$ cat src/rtl/fifo_sync_ctrl_if.sv
// -----------------------------------------------------------------------------
// fifo_sync_ctrl_if
// User-side bundle of the synchronous FIFO controller: write/read requests,
// read data with its valid strobe, and all status flags.
//   master : the FIFO user (drives we/data/re, observes everything else)
//   slave  : the FIFO controller (the opposite directions)
// Parameters WIDTH and DEPTH must match the controller instance.
// -----------------------------------------------------------------------------
interface fifo_sync_ctrl_if #(
  parameter int WIDTH = 32,
  parameter int DEPTH = 128
);
  localparam int AW = $clog2(DEPTH);

  logic             we;
  logic [WIDTH-1:0] data;
  logic             re;
  logic [WIDTH-1:0] q;
  logic             dvld;
  logic             full;
  logic             empty;
  logic             afull;
  logic             aempty;
  logic             overflow;
  logic             underflow;
  logic [AW:0]      rdcnt;

  modport master (
    output we, data, re,
    input  q, dvld, full, empty, afull, aempty, overflow, underflow, rdcnt
  );

  modport slave (
    input  we, data, re,
    output q, dvld, full, empty, afull, aempty, overflow, underflow, rdcnt
  );
endinterface

$ cat src/rtl/fifo_sync_ctrl.sv
// -----------------------------------------------------------------------------
// fifo_sync_ctrl
// Pointer/flag controller for a synchronous FIFO built around an external
// single-clock RAM with registered read data.
//
// Ports
//   clock    : single rising-edge clock
//   reset_n  : synchronous active-low reset
//   bus      : user side (fifo_sync_ctrl_if.slave) - we/data/re in,
//              q/dvld/full/empty/afull/aempty/overflow/underflow/rdcnt out
//   wdata    : RAM write data (equals bus.data)
//   waddr    : RAM write address (write pointer)
//   wen      : RAM write enable (write accepted this cycle)
//   raddr    : RAM read address (read pointer)
//   ren      : RAM read enable (read accepted this cycle)
//   rdata    : RAM read data, valid the cycle after ren
//
// Parameters
//   WIDTH, DEPTH (power of two, 4..4096), AFULL_VAL, AEMPTY_VAL,
//   PIPE (0: q = rdata directly; 1: one extra output register stage)
// -----------------------------------------------------------------------------
module fifo_sync_ctrl #(
  parameter int WIDTH      = 32,
  parameter int DEPTH      = 128,
  parameter int AFULL_VAL  = 120,
  parameter int AEMPTY_VAL = 8,
  parameter int PIPE       = 1
) (
  input  logic                       clock,
  input  logic                       reset_n,
  fifo_sync_ctrl_if.slave            bus,
  output logic [WIDTH-1:0]           wdata,
  output logic [$clog2(DEPTH)-1:0]   waddr,
  output logic                       wen,
  output logic [$clog2(DEPTH)-1:0]   raddr,
  output logic                       ren,
  input  logic [WIDTH-1:0]           rdata
);

  localparam int AW = $clog2(DEPTH);

  localparam logic [AW-1:0] PTR_ONE    = AW'(1);
  localparam logic [AW:0]   CNT_ONE    = (AW+1)'(1);
  localparam logic [AW:0]   CNT_FULL   = (AW+1)'(DEPTH);
  localparam logic [AW:0]   AFULL_THR  = (AW+1)'(AFULL_VAL);
  localparam logic [AW:0]   AEMPTY_THR = (AW+1)'(AEMPTY_VAL);

  logic [AW-1:0] wr_ptr;
  logic [AW-1:0] rd_ptr;
  logic [AW:0]   count;
  logic [AW:0]   count_nxt;
  logic          full_q;
  logic          empty_q;
  logic          afull_q;
  logic          aempty_q;
  logic          overflow_q;
  logic          underflow_q;
  logic          wr_acc;
  logic          rd_acc;
  logic          rd_vld;     // rdata holds a freshly read word this cycle

  // Acceptance uses the registered flags, so a write at FULL is rejected even
  // when a read frees a slot in the same cycle, and a read at EMPTY never
  // falls through to the word being written. Gating with reset_n keeps the
  // RAM strobes quiet while reset is held.
  // NOTE: every variable assigned in always_comb gets a default at the top so
  // no path leaves it unassigned and no latch is inferred.
  always_comb begin
    wr_acc    = reset_n & bus.we & ~full_q;
    rd_acc    = reset_n & bus.re & ~empty_q;
    count_nxt = count;
    if (wr_acc && !rd_acc) begin
      count_nxt = count + CNT_ONE;
    end else if (rd_acc && !wr_acc) begin
      count_nxt = count - CNT_ONE;
    end
  end

  assign wen   = wr_acc;
  assign ren   = rd_acc;
  assign waddr = wr_ptr;
  assign raddr = rd_ptr;
  assign wdata = bus.data;

  // Flags are derived from count_nxt so they line up with rdcnt in the same
  // cycle. Pointers wrap naturally because DEPTH is a power of two.
  // NOTE: sequential state uses non-blocking assignments so every register
  // samples pre-edge values regardless of statement order.
  always_ff @(posedge clock) begin
    if (!reset_n) begin
      wr_ptr      <= '0;
      rd_ptr      <= '0;
      count       <= '0;
      full_q      <= 1'b0;
      empty_q     <= 1'b1;
      afull_q     <= 1'b0;
      aempty_q    <= 1'b1;
      overflow_q  <= 1'b0;
      underflow_q <= 1'b0;
      rd_vld      <= 1'b0;
    end else begin
      if (wr_acc) wr_ptr <= wr_ptr + PTR_ONE;
      if (rd_acc) rd_ptr <= rd_ptr + PTR_ONE;
      count       <= count_nxt;
      full_q      <= (count_nxt == CNT_FULL);
      empty_q     <= (count_nxt == '0);
      afull_q     <= (count_nxt >= AFULL_THR);
      aempty_q    <= (count_nxt <= AEMPTY_THR);
      overflow_q  <= bus.we & full_q;
      underflow_q <= bus.re & empty_q;
      rd_vld      <= rd_acc;
    end
  end

  assign bus.rdcnt     = count;
  assign bus.full      = full_q;
  assign bus.empty     = empty_q;
  assign bus.afull     = afull_q;
  assign bus.aempty    = aempty_q;
  assign bus.overflow  = overflow_q;
  assign bus.underflow = underflow_q;

  generate
    if (PIPE != 0) begin : g_pipe
      // Extra output stage: q only loads on a valid RAM word and otherwise
      // holds, so the consumer sees a stable value between strobes.
      logic [WIDTH-1:0] q_q;
      logic             dvld_q;

      always_ff @(posedge clock) begin
        if (!reset_n) begin
          q_q    <= '0;
          dvld_q <= 1'b0;
        end else begin
          dvld_q <= rd_vld;
          if (rd_vld) q_q <= rdata;
        end
      end

      assign bus.q    = q_q;
      assign bus.dvld = dvld_q;
    end else begin : g_bypass
      assign bus.q    = rdata;
      assign bus.dvld = rd_vld;
    end
  endgenerate

endmodule

$ cat src/flat_wrapper.sv
// flat-port wrapper written by rule: the top's interface ports become plain ports
module fifo_sync_ctrl_flat 
#(
  parameter int WIDTH      = 32,
  parameter int DEPTH      = 128,
  parameter int AFULL_VAL  = 120,
  parameter int AEMPTY_VAL = 8,
  parameter int PIPE       = 1
)
  (clock, reset_n, wdata, waddr, wen, raddr, ren, rdata, bus_we, bus_data, bus_re, bus_q, bus_dvld, bus_full, bus_empty, bus_afull, bus_aempty, bus_overflow, bus_underflow, bus_rdcnt);
  fifo_sync_ctrl_if #(.WIDTH(WIDTH), .DEPTH(DEPTH)) bus_i ();
  input  logic clock;
  input  logic reset_n;
  output logic [WIDTH-1:0] wdata;
  output logic [$clog2(DEPTH)-1:0] waddr;
  output logic wen;
  output logic [$clog2(DEPTH)-1:0] raddr;
  output logic ren;
  input  logic [WIDTH-1:0] rdata;
  input wire logic [$bits(bus_i.we)-1:0] bus_we;
  input wire logic [$bits(bus_i.data)-1:0] bus_data;
  input wire logic [$bits(bus_i.re)-1:0] bus_re;
  output wire logic [$bits(bus_i.q)-1:0] bus_q;
  output wire logic [$bits(bus_i.dvld)-1:0] bus_dvld;
  output wire logic [$bits(bus_i.full)-1:0] bus_full;
  output wire logic [$bits(bus_i.empty)-1:0] bus_empty;
  output wire logic [$bits(bus_i.afull)-1:0] bus_afull;
  output wire logic [$bits(bus_i.aempty)-1:0] bus_aempty;
  output wire logic [$bits(bus_i.overflow)-1:0] bus_overflow;
  output wire logic [$bits(bus_i.underflow)-1:0] bus_underflow;
  output wire logic [$bits(bus_i.rdcnt)-1:0] bus_rdcnt;
  assign bus_i.we = bus_we;
  assign bus_i.data = bus_data;
  assign bus_i.re = bus_re;
  assign bus_q = bus_i.q;
  assign bus_dvld = bus_i.dvld;
  assign bus_full = bus_i.full;
  assign bus_empty = bus_i.empty;
  assign bus_afull = bus_i.afull;
  assign bus_aempty = bus_i.aempty;
  assign bus_overflow = bus_i.overflow;
  assign bus_underflow = bus_i.underflow;
  assign bus_rdcnt = bus_i.rdcnt;
  fifo_sync_ctrl #(.WIDTH(WIDTH), .DEPTH(DEPTH), .AFULL_VAL(AFULL_VAL), .AEMPTY_VAL(AEMPTY_VAL), .PIPE(PIPE)) u_core (.clock(clock), .reset_n(reset_n), .bus(bus_i), .wdata(wdata), .waddr(waddr), .wen(wen), .raddr(raddr), .ren(ren), .rdata(rdata));
endmodule
$ cat config.mk
export PLATFORM = sky130hd
export DESIGN_NAME = fifo_sync_ctrl_flat
export DESIGN_NICKNAME = d
export VERILOG_FILES = /design/src/rtl/fifo_sync_ctrl_if.sv /design/src/rtl/fifo_sync_ctrl.sv /design/src/flat_wrapper.sv
export SDC_FILE = /design/constraint.sdc
export NUM_CORES = 1
export LEC_CHECK = 0
export BUFFER_PORTS_ARGS = -buffer_cell sky130_fd_sc_hd__buf_4
export CORE_MARGIN = 4
export CORE_UTILIZATION = 46
export CTS_BUF_LIST = sky130_fd_sc_hd__clkbuf_8
export CTS_CLUSTER_SIZE = 20
export DETAILED_ROUTE_END_ITERATION = 10
export PLACE_DENSITY_LB_ADDON = 0.15
export SLEW_MARGIN = 40
export SYNTH_ARGS = -nofsm -noshare
export SYNTH_HDL_FRONTEND = slang
export SYNTH_SLANG_ARGS = --single-unit
$ cat constraint.sdc
create_clock -name clock -period 2.2 [get_ports clock]
set_input_delay 0.22 -clock clock [delete_from_list [all_inputs] [get_ports clock]]
set_output_delay 0.22 -clock clock [all_outputs]
set_load 0.02 [all_outputs]
# ---- Yosys cells after proc, flatten, opt, wreduce, memory -nomap -nowiden
# Index checks and enable logic that the tools add are counted.
dict set report word_totals {
  out_inout_bits 95
  inputBits 68
  wordCells 34
  regBits 62
}
dict set report op_classes {
  n_eq_ne 1
  mux 2
  reduce_logical 5
  order_cmp 2
  n_addsub 4
  bitwise_logic 8
}
# op n
set ops {}
lappend ops {{$mux W8} 2}
lappend ops {{$add A7 B1 Y7 const B} 2}
lappend ops {{$add A8 B1 Y8 const B} 1}
lappend ops {{$eq A8 B8 Y1 const B} 1}
lappend ops {{$ge A8 B7 Y1 const B} 1}
lappend ops {{$le A8 B4 Y1 const B} 1}
lappend ops {{$logic_not A8 Y1} 1}
lappend ops {{$sub A8 B1 Y8 const B} 1}
lappend ops {{$and A1 B1 Y1} 6}
lappend ops {{$logic_and A1 B1 Y1} 2}
lappend ops {{$logic_not A1 Y1} 2}
lappend ops {{$not A1 Y1} 2}

# ---- Depth between registers and ports, before layout
# Gate-level depths: netlist (run 1).
dict set report depth {
  ltp_word 7
  mapped_depth 9
}

# ---- Least setup slack after synthesis (run 1)
# OpenSTA, ideal clock, no wires.
dict set report synth_timing {
  path_kind {reg2reg}
  start {reg u_core.count[0], in the netlist u_core.bus.rdcnt[0]}
  end {reg u_core.full_q, in the netlist u_core.bus.full}
  n_path_buf 0
  period_less_slack_ps 1871
  required_time_ps 2113
  setup_slack_ps 329
  setup_ps 87
  path_stages_with_launch 7
  arrival_ps 1783
  path_cell_list {dfxtp_1 and2_1 nand4_2 o22a_1 xnor2_1 or3_4 nor4b_2}
}
dict set report synth_between {
  elab_chain_cells 4
}
# element line
set synth_lines {}
lappend synth_lines {{start: declaration} fifo_sync_ctrl.sv:50} ;# logic [AW:0] count;
lappend synth_lines {{start signal: assignment} fifo_sync_ctrl.sv:104} ;# count <= count_nxt;
lappend synth_lines {{$sub A8 B1 Y8} fifo_sync_ctrl.sv:75} ;# count_nxt = count - CNT_ONE;
lappend synth_lines {{$mux W8} fifo_sync_ctrl.sv:74} ;# end else if (rd_acc && !wr_acc) begin
lappend synth_lines {{$mux W8 *} fifo_sync_ctrl.sv:72} ;# if (wr_acc && !rd_acc) begin
lappend synth_lines {{$eq A8 B8 Y1 *} fifo_sync_ctrl.sv:105} ;# full_q <= (count_nxt == CNT_FULL);
lappend synth_lines {{end signal: assignment} fifo_sync_ctrl.sv:105}
lappend synth_lines {{end: declaration} fifo_sync_ctrl.sv:52} ;# logic full_q;
# Every way passes the cells marked *; elsewhere a longest branch is shown, timed or not.
# A chain may end at the register's enable or synchronous reset.

# ---- Final worst setup path (run 1)
dict set report layout_timing {
  start {reg u_core.full_q, in the netlist u_core.bus.full}
  end {reg u_core.empty_q, in the netlist u_core.bus.empty}
}
dict set report layout_between {
  elab_chain_cells 7
}
# element line
set layout_lines {}
lappend layout_lines {{$not A1 Y1 *} fifo_sync_ctrl.sv:69} ;# wr_acc = reset_n & bus.we & ~full_q;
lappend layout_lines {{$and A1 B1 Y1 *} fifo_sync_ctrl.sv:69}
lappend layout_lines {{$logic_not A1 Y1} fifo_sync_ctrl.sv:74}
lappend layout_lines {{$logic_and A1 B1 Y1} fifo_sync_ctrl.sv:74}
lappend layout_lines {{$mux W8} fifo_sync_ctrl.sv:74}
lappend layout_lines {{$mux W8 *} fifo_sync_ctrl.sv:72}
lappend layout_lines {{$logic_not A8 Y1 *} fifo_sync_ctrl.sv:106} ;# empty_q <= (count_nxt == '0);
lappend layout_lines {{end signal: assignment} fifo_sync_ctrl.sv:106}
lappend layout_lines {{end: declaration} fifo_sync_ctrl.sv:53} ;# logic empty_q;
# Marks and branches as above.

==> results of run 1 <==
registers in the layout, summed over array words and instances (netlist names), 7 cells and up:
signal	flops
u_core.bus.q	32
u_core.bus.rdcnt	8
u_core.raddr	7
u_core.waddr	7
worst register-to-register path, cell delays in order, from the launching register on:
cell	delay, ns
dfxtp_1	0.34
nand3b_4	0.19
clkinv_2	0.15
nand4_2	0.15
o22a_1	0.23
xnor2_1	0.16
or3_4	0.41
o41ai_2	0.20
final cells by class:
class | instances | area (sq um) | share of cell area [%]
multi-input cells | 173 | 1320 | 36.3
flip-flops and latches | 62 | 1240 | 34.2
repair buffers | 102 | 766 | 21.1
clock buffers | 11 | 151 | 4.16
well taps | 75 | 93.8 | 2.58
clock inverters | 5 | 48.8 | 1.34
inverters | 4 | 16.3 | 0.447
cell usage in the layout, fill, tap and decap left out, types with 6 or more instances in the layout:
cell type and count:
xnor2_1 11, nand2_1 14, and2_1 17, o21ai_0 11, mux2i_1 33, nor2b_1 33
buf_4 102, dfxtp_1 61, nand4_1 6, clkbuf_8 11
stage by stage:
step	setup WS (ns)	cells	instance area (sq um)	hold WS [ns]
6_report	0.268	432	3640	0.130
5_1_grt	0.150	432	3640	0.107
4_1_cts	0.256	432	3640	0.108
3_5_place_dp	0.295	416	3440	0.440
3_3_place_gp	0.329	416	3440	0.440
2_1_floorplan	0.329	285	2890	0.366
per-layer routing:
layer  routed length [um]  global-route usage, %
met1                 2430                   18.9
met2                 2810                   25.0
met3                  649                   7.66
met4                   76                   5.58
met5                    0                      0
power by group:
part / leakage, nW / switching [mW] / internal [mW]
combinational: 0.940 / 0.393 / 0.354
sequential: 0.503 / 0.0765 / 1.22
clock: 0.110 / 0.400 / 0.575
total: 1.55 / 0.870 / 2.14
final timing paths:
kind | end | slack [ns]
hold reg to reg | u_core.raddr[6]$_SDFFE_PN0P_ | 0.49
hold / removal | u_core.bus.empty$_SDFF_PN1_ | 0.13
setup reg to reg | u_core.bus.empty$_SDFF_PN1_ | 0.27
setup / recovery | u_core.bus.empty$_SDFF_PN1_ | 0.27
kinds of logic (layout without fill, tap and decap cells):
| logic type | after synthesis | after routing | synth area share [%] |
|---|---|---|---|
| AO/OA/AOI/OAI | 24 | 24 | 6.11 |
| XOR/XNOR | 16 | 16 | 5.11 |
| adder cells (fa/ha/maj) | 5 | 5 | 2.08 |
| buffers and inverters | 50 | 122 | 11.4 |
| flip-flops | 62 | 62 | 43.0 |
| multiplexers | 33 | 33 | 11.4 |
| AND/OR/NAND/NOR | 95 | 95 | 20.9 |
==> run summary, run 1 <==
• actual transition at the worst max-transition pin: 0.542 ns
• biggest area consumer among synthesized cells: dfxtp_1
• number of sinks on the clock net: 62
• clock transition time at the flip-flop clock pins of the worst setup and hold paths: 0.06 ns
• standard cell with the maximum stage delay on the critical path: or3_4
• worst clock skew: 0.00604 ns
• leakage power total: 1.55 nW
• Area Growth Syn to Fin: 25.9%
• minimum clock period: 1.93 ns
• Required @ worst endpoint: 2.43 ns
• height of the die: 87.3 um
• fraction of registers with async set/reset: 0%
• clock tree from TritonCTS: yes
• status: finished clean
• maximum vdd drop: 0.585 mV
• sequential fraction of the synthesis area: 43.0%
• Final Total Pwr: 3.01 mW
• cell at the root of the clock tree: clkbuf_8
• worst path bufs/invs: 1
• final count of negative-setup-slack endpoints: 0
• top post-synthesis cells by area: dfxtp_1 (43%), mux2i_1 (11%), buf_4 (8.6%)
• path category of the worst min-delay check: in2reg
• H-tree levels: 3
• kind of critical path: reg2reg
• wire length of the first global-routing pass: 9540 um
• gate family responsible for the most delay along the worst path: simple AND/OR/NAND/NOR gates
• CTS resizes: 0
• via count: 2075
• worst hold start: reset_n
• vias per std cell: 4.80
• maximum fanout encountered on the critical timing path: 12
• post-CTS setup repair buffer count: 0
• Post-Syn Area per Cell: 10.1 sq um
• GPL Wtd Cong: 0.852
• critical path startpoint: u_core.bus.full$_SDFF_PN0_
• Die Outline Area: 7610 sq um
• maximum buffer depth of the clock tree: 2
• number of search-and-repair iterations in the first detailed-routing pass: 4
• fraction of layout instances using a drive strength above 1: 36.7%
• number of global-route vias before repair: 2045
• cell with the most instances after synthesis: dfxtp_1
• unrepaired setup endpoints after global routing: no
• final core utilization: 60.7%
• Hold Path Stages: 2
• Num CTS Buffers: 9
• Total Negative Setup Slacks: 0 ns
• count of flip-flops with a built-in enable after synthesis: 0
• synthesis-stage register bit count: 62
• path length in cells of the critical path: 7
• delay of the slowest critical-path stage: 0.41 ns
• WL/cell: 13.8 um
• area share of the largest cell type after synthesis: 43.0%
• part of the cycle the worst path needs: 87.8%
• pin count of the biggest net entering global routing: 38
• most frequent cells after synthesis: dfxtp_1 (62), buf_4 (33), mux2i_1 (33), nor2b_1 (33), and2_1 (17)
• initial antenna violation count: 0
• number of rows in the core area: 28
• cell area after synthesis: 2890 sq um
• post-detailed-placement half-perimeter wirelength: 4440 um
• x dimension of the die: 87.3 um
• # Max-Cap Violations: 0
• crit end category: register
• final routed wirelength across all metal layers: 5970 um
• Initial Util: 48.2%
• count of filler cells inserted in the layout: 517
• grt ovf: 0
• startpoint types: register
• antenna fix cells: 0
• Total Routing Usage GR: 15.9%
• Slew Limit Fails: 0
• number of hold-repair buffers added at the cts stage: 0
• cell chain of the critical path: nand3b_4 > clkinv_2 > nand4_2 > o22a_1 > xnor2_1 > or3_4 > o41ai_2
• post-synthesis net count: 357
• number of cells on the worst reg-to-reg path: 7
• DRT iter0 DRCs: 81
• I/O pin cnt: 163
• upper clock frequency limit: 0.518 GHz
• Layout Nets: 424
• final hold viol count: 0
• post-detailed-route count of antenna-violating nets: 0
• total power divided by cell area: 829 nW/um^2
• post-route DRC violation count: 0
• most common flop cell mapped by yosys: dfxtp_1
• Worst R2R Start: u_core.bus.full$_SDFF_PN0_
• worst relative slew slack: 63.8%
• WP data arrival: 2.16 ns
• total of warnings raised by yosys: 0
• clock latency reported for the late side of the worst-skew pair: 0.32 ns
• synthesized instance count: 285
• number of distinct library cell variants in the gate-level netlist after synthesis: 44
• Core ar.: 5990 sq um
• Port Buffers: 98
Power figures use the tool's default switching activity.
==> run 2: changes to the inputs <==
CORE_UTILIZATION = 45   (was 46)
==> run summary, run 2 (synthesized netlist as in run 1, its figures left out) <==
• x dimension of the die: 88.1 um
• critical path startpoint: u_core.bus.full$_SDFF_PN0_
• M3 GR Usage: 4.99%
• Switching Fraction: 27.8%
• fin area: 3680 sq um
• post-detailed-route count of antenna-violating nets: 0
• antenna fix cells: 0
• DP Cell Count: 416
• final routed wirelength across all metal layers: 6140 um
• post-CTS setup repair buffer count: 0
• Final Total Pwr: 3.18 mW
• footprint of the multi-input gates: 1320 sq um
• Core ar.: 6060 sq um
• GR Layer Usage met2: 26.2%
• status: finished clean
• number of sinks on the clock net: 62
• proportion of power drawn by combinational gates: 22.9%
• # Max-Cap Violations: 0
• relative contribution of sequential cells to total power: 41.1%
• wire length of the first global-routing pass: 9600 um
• worst clock skew: 0.00652 ns
• met1 usage: 18.4%
• GPL Wtd Cong: 0.860
• number of non-filler instances in the completed layout: 432
• number of flip-flops in the largest register: 32
• routing layer with the top usage in global route: met2
• leakage power total: 1.57 nW
• I/O pin cnt: 163
• number of hold-repair buffers added at the cts stage: 0
• Internal Power: 2.30 mW
• kind of critical path: reg2reg
• Layout Nets: 424
• minimum clock period: 1.93 ns
• pin count of the biggest net entering global routing: 40
• crit end category: register
• startpoint types: register
• Port Buffers: 98
• grt ovf: 0
• fraction of layout instances using a drive strength above 1: 36.7%
• most common cell after layout, fill and taps aside: buf_4
• post-placement worst setup slack: 0.280 ns
• actual transition at the worst max-transition pin: 0.462 ns
• delay of the slowest critical-path stage: 0.41 ns
• path category of the worst min-delay check: in2reg
• post-placement cell area: 3450 sq um
• final hold viol count: 0
• maximum vdd drop: 0.626 mV
• Total Negative Setup Slacks: 0 ns
• number of rows in the core area: 28
• Die Outline Area: 7770 sq um
• vias per std cell: 4.93
• Area Growth Syn to Fin: 27.5%
• Required @ worst endpoint: 2.44 ns
• number of search-and-repair iterations in the first detailed-routing pass: 4
• upper clock frequency limit: 0.519 GHz
• standard cell with the maximum stage delay on the critical path: or3_4
• final count of negative-setup-slack endpoints: 0
• total power divided by cell area: 864 nW/um^2
• PnR worst setup slack: 0.273 ns
• maximum buffer depth of the clock tree: 2
• clock share of power: 36.0%
• Total Routing Usage GR: 16.1%
• Slew Limit Fails: 0
• clock transition time at the flip-flop clock pins of the worst setup and hold paths: 0.07 ns
• WP data arrival: 2.17 ns
• worst hold start: reset_n
• Num CTS Buffers: 9
• post-detailed-placement half-perimeter wirelength: 4590 um
• DRT iter0 DRCs: 45
• initial antenna violation count: 0
• worst relative slew slack: 69.2%
• CTS resizes: 0
• part of the cycle the worst path needs: 87.6%
• height of the die: 88.1 um
• sequential standard cell area: 1240 sq um
• P_sw: 0.883 mW
• post-route DRC violation count: 0
• most frequent cells in the layout: buf_4 (101), dfxtp_1 (61), mux2i_1 (33), nor2b_1 (33), and2_1 (17)
• cell chain of the critical path: nand3b_4 > clkinv_2 > nand4_2 > o22a_1 > xnor2_1 > or3_4 > o41ai_2
• number of global-route vias before repair: 2065
• clock tree from TritonCTS: yes
• via count: 2130
• WL/cell: 14.2 um
• maximum fanout encountered on the critical timing path: 12
• Worst R2R Start: u_core.bus.full$_SDFF_PN0_
• unrepaired setup endpoints after global routing: no
• H-tree levels: 3
• Initial Util: 47.7%
• clock latency reported for the late side of the worst-skew pair: 0.33 ns
• cell at the root of the clock tree: clkbuf_8
• count of filler cells inserted in the layout: 554
run 2: changes by cell type in the layout (fill, tap and decap cells not counted):
cell	before	now
buf_12	0	1
clkinv_2	4	2
buf_4	102	101
clkbuf_8	11	12
bufinv_16	1	2
run 2: path summary, 6_finish.rpt:
check	to	slack [ns]	cells past startpoint
worst min register to register	u_core.waddr[6]$_SDFFE_PN0P_	0.50	2
worst max register to register	u_core.bus.empty$_SDFF_PN1_	0.27	7
worst max-delay path	u_core.bus.empty$_SDFF_PN1_	0.27	7
worst min-delay path	u_core.bus.empty$_SDFF_PN1_	0.12	2
run 2: critical path, delay by kind of cell, from the launching register on:
family          cells  cell delay [ns]
buf+inv             1             0.16
xor+xnor            1             0.16
flops               1             0.33
simple gates        3             0.76
compound gates      2             0.44
run 2: power by group through the flow:
stage	clock, mW	sequential (mW)	combinational (mW)
2_1_floorplan	0	1.41	0.460
3_3_place_gp	0	1.33	0.729
3_5_place_dp	0	1.33	0.730
4_1_cts	1.18	1.31	0.739
5_1_grt	1.23	1.32	0.797
6_report	1.15	1.31	0.730
run 2: final cells by class:
| type | count | area share, % |
|---|---|---|
| Multi-Input combinational cell | 173 | 35.8 |
| Clock inverter | 4 | 1.87 |
| Timing Repair Buffer | 102 | 21.1 |
| Tap cell | 75 | 2.55 |
| Inverter | 4 | 0.442 |
| Clock buffer | 12 | 4.48 |
| Sequential cell | 62 | 33.7 |
run 2: per-layer routing:
metal | vias to the layer above | wire, um
li1 | 1055 | -
met2 | 79 | 2860
met3 | 26 | 566
met5 | - | 0
met1 | 970 | 2540
met4 | 0 | 166
run 2: through the flow:
step           hold slack, ns  utilization [%]
2_1_floorplan           0.366                -
3_3_place_gp            0.440             56.9
3_5_place_dp            0.440             56.9
4_1_cts                 0.105             60.8
5_1_grt                 0.112             60.8
6_report                0.119             60.8
==> run 3: changes to the inputs <==
CORE_MARGIN = 1.5   (was 4)
SLEW_MARGIN = 20   (was 40)
==> run summary, run 3 (synthesized netlist as in run 1, its figures left out) <==
• status: finished clean
• WP data arrival: 2.17 ns
• number of sinks on the clock net: 62
• startpoint types: register
• maximum vdd drop: 0.459 mV
• final hold viol count: 0
• number of hold-repair buffers added at the cts stage: 0
• number of rows in the core area: 29
• worst hold start: rdata[15]
• Required @ worst endpoint: 2.45 ns
• Core ar.: 6280 sq um
• initial antenna violation count: 0
• post-detailed-route count of antenna-violating nets: 0
• minimum clock period: 1.92 ns
• final count of negative-setup-slack endpoints: 0
• Total Routing Usage GR: 17.0%
• worst clock skew: 0.00583 ns
• fraction of layout instances using a drive strength above 1: 36.7%
• height of the die: 83.1 um
• wire length of the first global-routing pass: 9380 um
• Port Buffers: 98
• post-CTS setup repair buffer count: 0
• part of the cycle the worst path needs: 87.5%
• final routed wirelength across all metal layers: 5740 um
• actual transition at the worst max-transition pin: 0.535 ns
• most frequent cells in the layout: buf_4 (102), dfxtp_1 (61), mux2i_1 (33), nor2b_1 (33), and2_1 (17)
• sequential standard cell area: 1240 sq um
• unrepaired setup endpoints after global routing: no
• count of filler cells inserted in the layout: 566
• GPL Wtd Cong: 0.829
• Area Growth Syn to Fin: 26.0%
• DRT iter0 DRCs: 59
• most common cell after layout, fill and taps aside: buf_4
• critical path startpoint: u_core.bus.empty$_SDFF_PN1_
• Final Total Pwr: 3.02 mW
• final core utilization: 58.0%
• clock transition time at the flip-flop clock pins of the worst setup and hold paths: 0.07 ns
• leakage power total: 1.55 nW
• grt ovf: 0
• Worst R2R Start: u_core.bus.empty$_SDFF_PN1_
• H-tree levels: 3
• crit end category: register
• via count: 2105
• number of search-and-repair iterations in the first detailed-routing pass: 4
• clock tree from TritonCTS: yes
• path category of the worst min-delay check: in2reg
• PnR worst setup slack: 0.276 ns
• clock latency reported for the late side of the worst-skew pair: 0.33 ns
• worst relative slew slack: 64.4%
• number of global-route vias before repair: 1965
• cell at the root of the clock tree: clkbuf_8
• CTS resizes: 0
• Slew Limit Fails: 0
• vias per std cell: 4.85
• Die Outline Area: 6910 sq um
• post-placement worst setup slack: 0.268 ns
• Total Negative Setup Slacks: 0 ns
• x dimension of the die: 83.1 um
• upper clock frequency limit: 0.520 GHz
• maximum buffer depth of the clock tree: 2
• antenna fix cells: 0
• # Max-Cap Violations: 0
• post-route DRC violation count: 0
• WL/cell: 13.2 um
• total power divided by cell area: 829 nW/um^2
• Num CTS Buffers: 9
• pin count of the biggest net entering global routing: 41
• number of flip-flops in the largest register: 32
• kind of critical path: reg2reg
• footprint of the multi-input gates: 1320 sq um
• Layout Nets: 424
• Initial Util: 46.0%
• post-detailed-placement half-perimeter wirelength: 4100 um
• maximum fanout encountered on the critical timing path: 8
• DP Cell Count: 418
• number of non-filler instances in the completed layout: 434
• I/O pin cnt: 163
==> run 3: cell count changes in the layout (fill, tap and decap cells not counted) <==
| cell | before | now |
|---|---|---|
| clkinv_2 | 2 | 4 |
| buf_12 | 1 | 0 |
| buf_4 | 101 | 102 |
| bufinv_16 | 2 | 1 |
| clkbuf_8 | 12 | 11 |
==> run 3: final cells by class <==
type,instances,area share [%]
clock inverters,5,1.34
flip-flops and latches,62,34.1
clock buffers,11,4.16
repair buffers,102,21.0
well taps,77,2.65
multi-input cells,173,36.2
inverters,4,0.447
==> run 3: power by group <==
| part | switching [mW] | total (mW) | internal [mW] |
|---|---|---|---|
| clock | 0.416 | 0.990 | 0.575 |
| sequential | 0.0755 | 1.29 | 1.22 |
| combinational | 0.383 | 0.736 | 0.353 |
| total | 0.874 | 3.02 | 2.14 |
==> run 3: metrics by stage <==
stage	hold slack, ns	cell area [sq um]
floorplan	0.366	2890
global placement	0.440	3440
detailed placement	0.440	3440
CTS	0.126	3640
global route	0.141	3640
finish	0.140	3640
==> run 3: worst paths after layout <==
| path | end | slack, ns | cells past startpoint |
|---|---|---|---|
| max | u_core.bus.empty$_SDFF_PN1_ | 0.28 | 7 |
| min | u_core.bus.q[15]$_SDFFE_PN0P_ | 0.14 | 3 |
| max reg2reg | u_core.bus.empty$_SDFF_PN1_ | 0.28 | 7 |
| min reg2reg | u_core.raddr[6]$_SDFFE_PN0P_ | 0.50 | 2 |
==> run 3: critical path, cell delays in order, from the launching register on <==
cell and delay [ns]:
dfxtp_1 0.41, and3b_1 0.28, buf_4 0.19, nand2b_1 0.13
o21ai_0 0.15, a22oi_1 0.11, or2_1 0.26, o41ai_2 0.30
==> run 3: metal layers <==
layer  vias up  wire length (um)  track usage [%]
met3        10               429             7.46
li1       1052                 -                -
met1       962              2560             20.3
met5         -                 0                0
met2        81              2680             27.1
met4         0                72             6.21
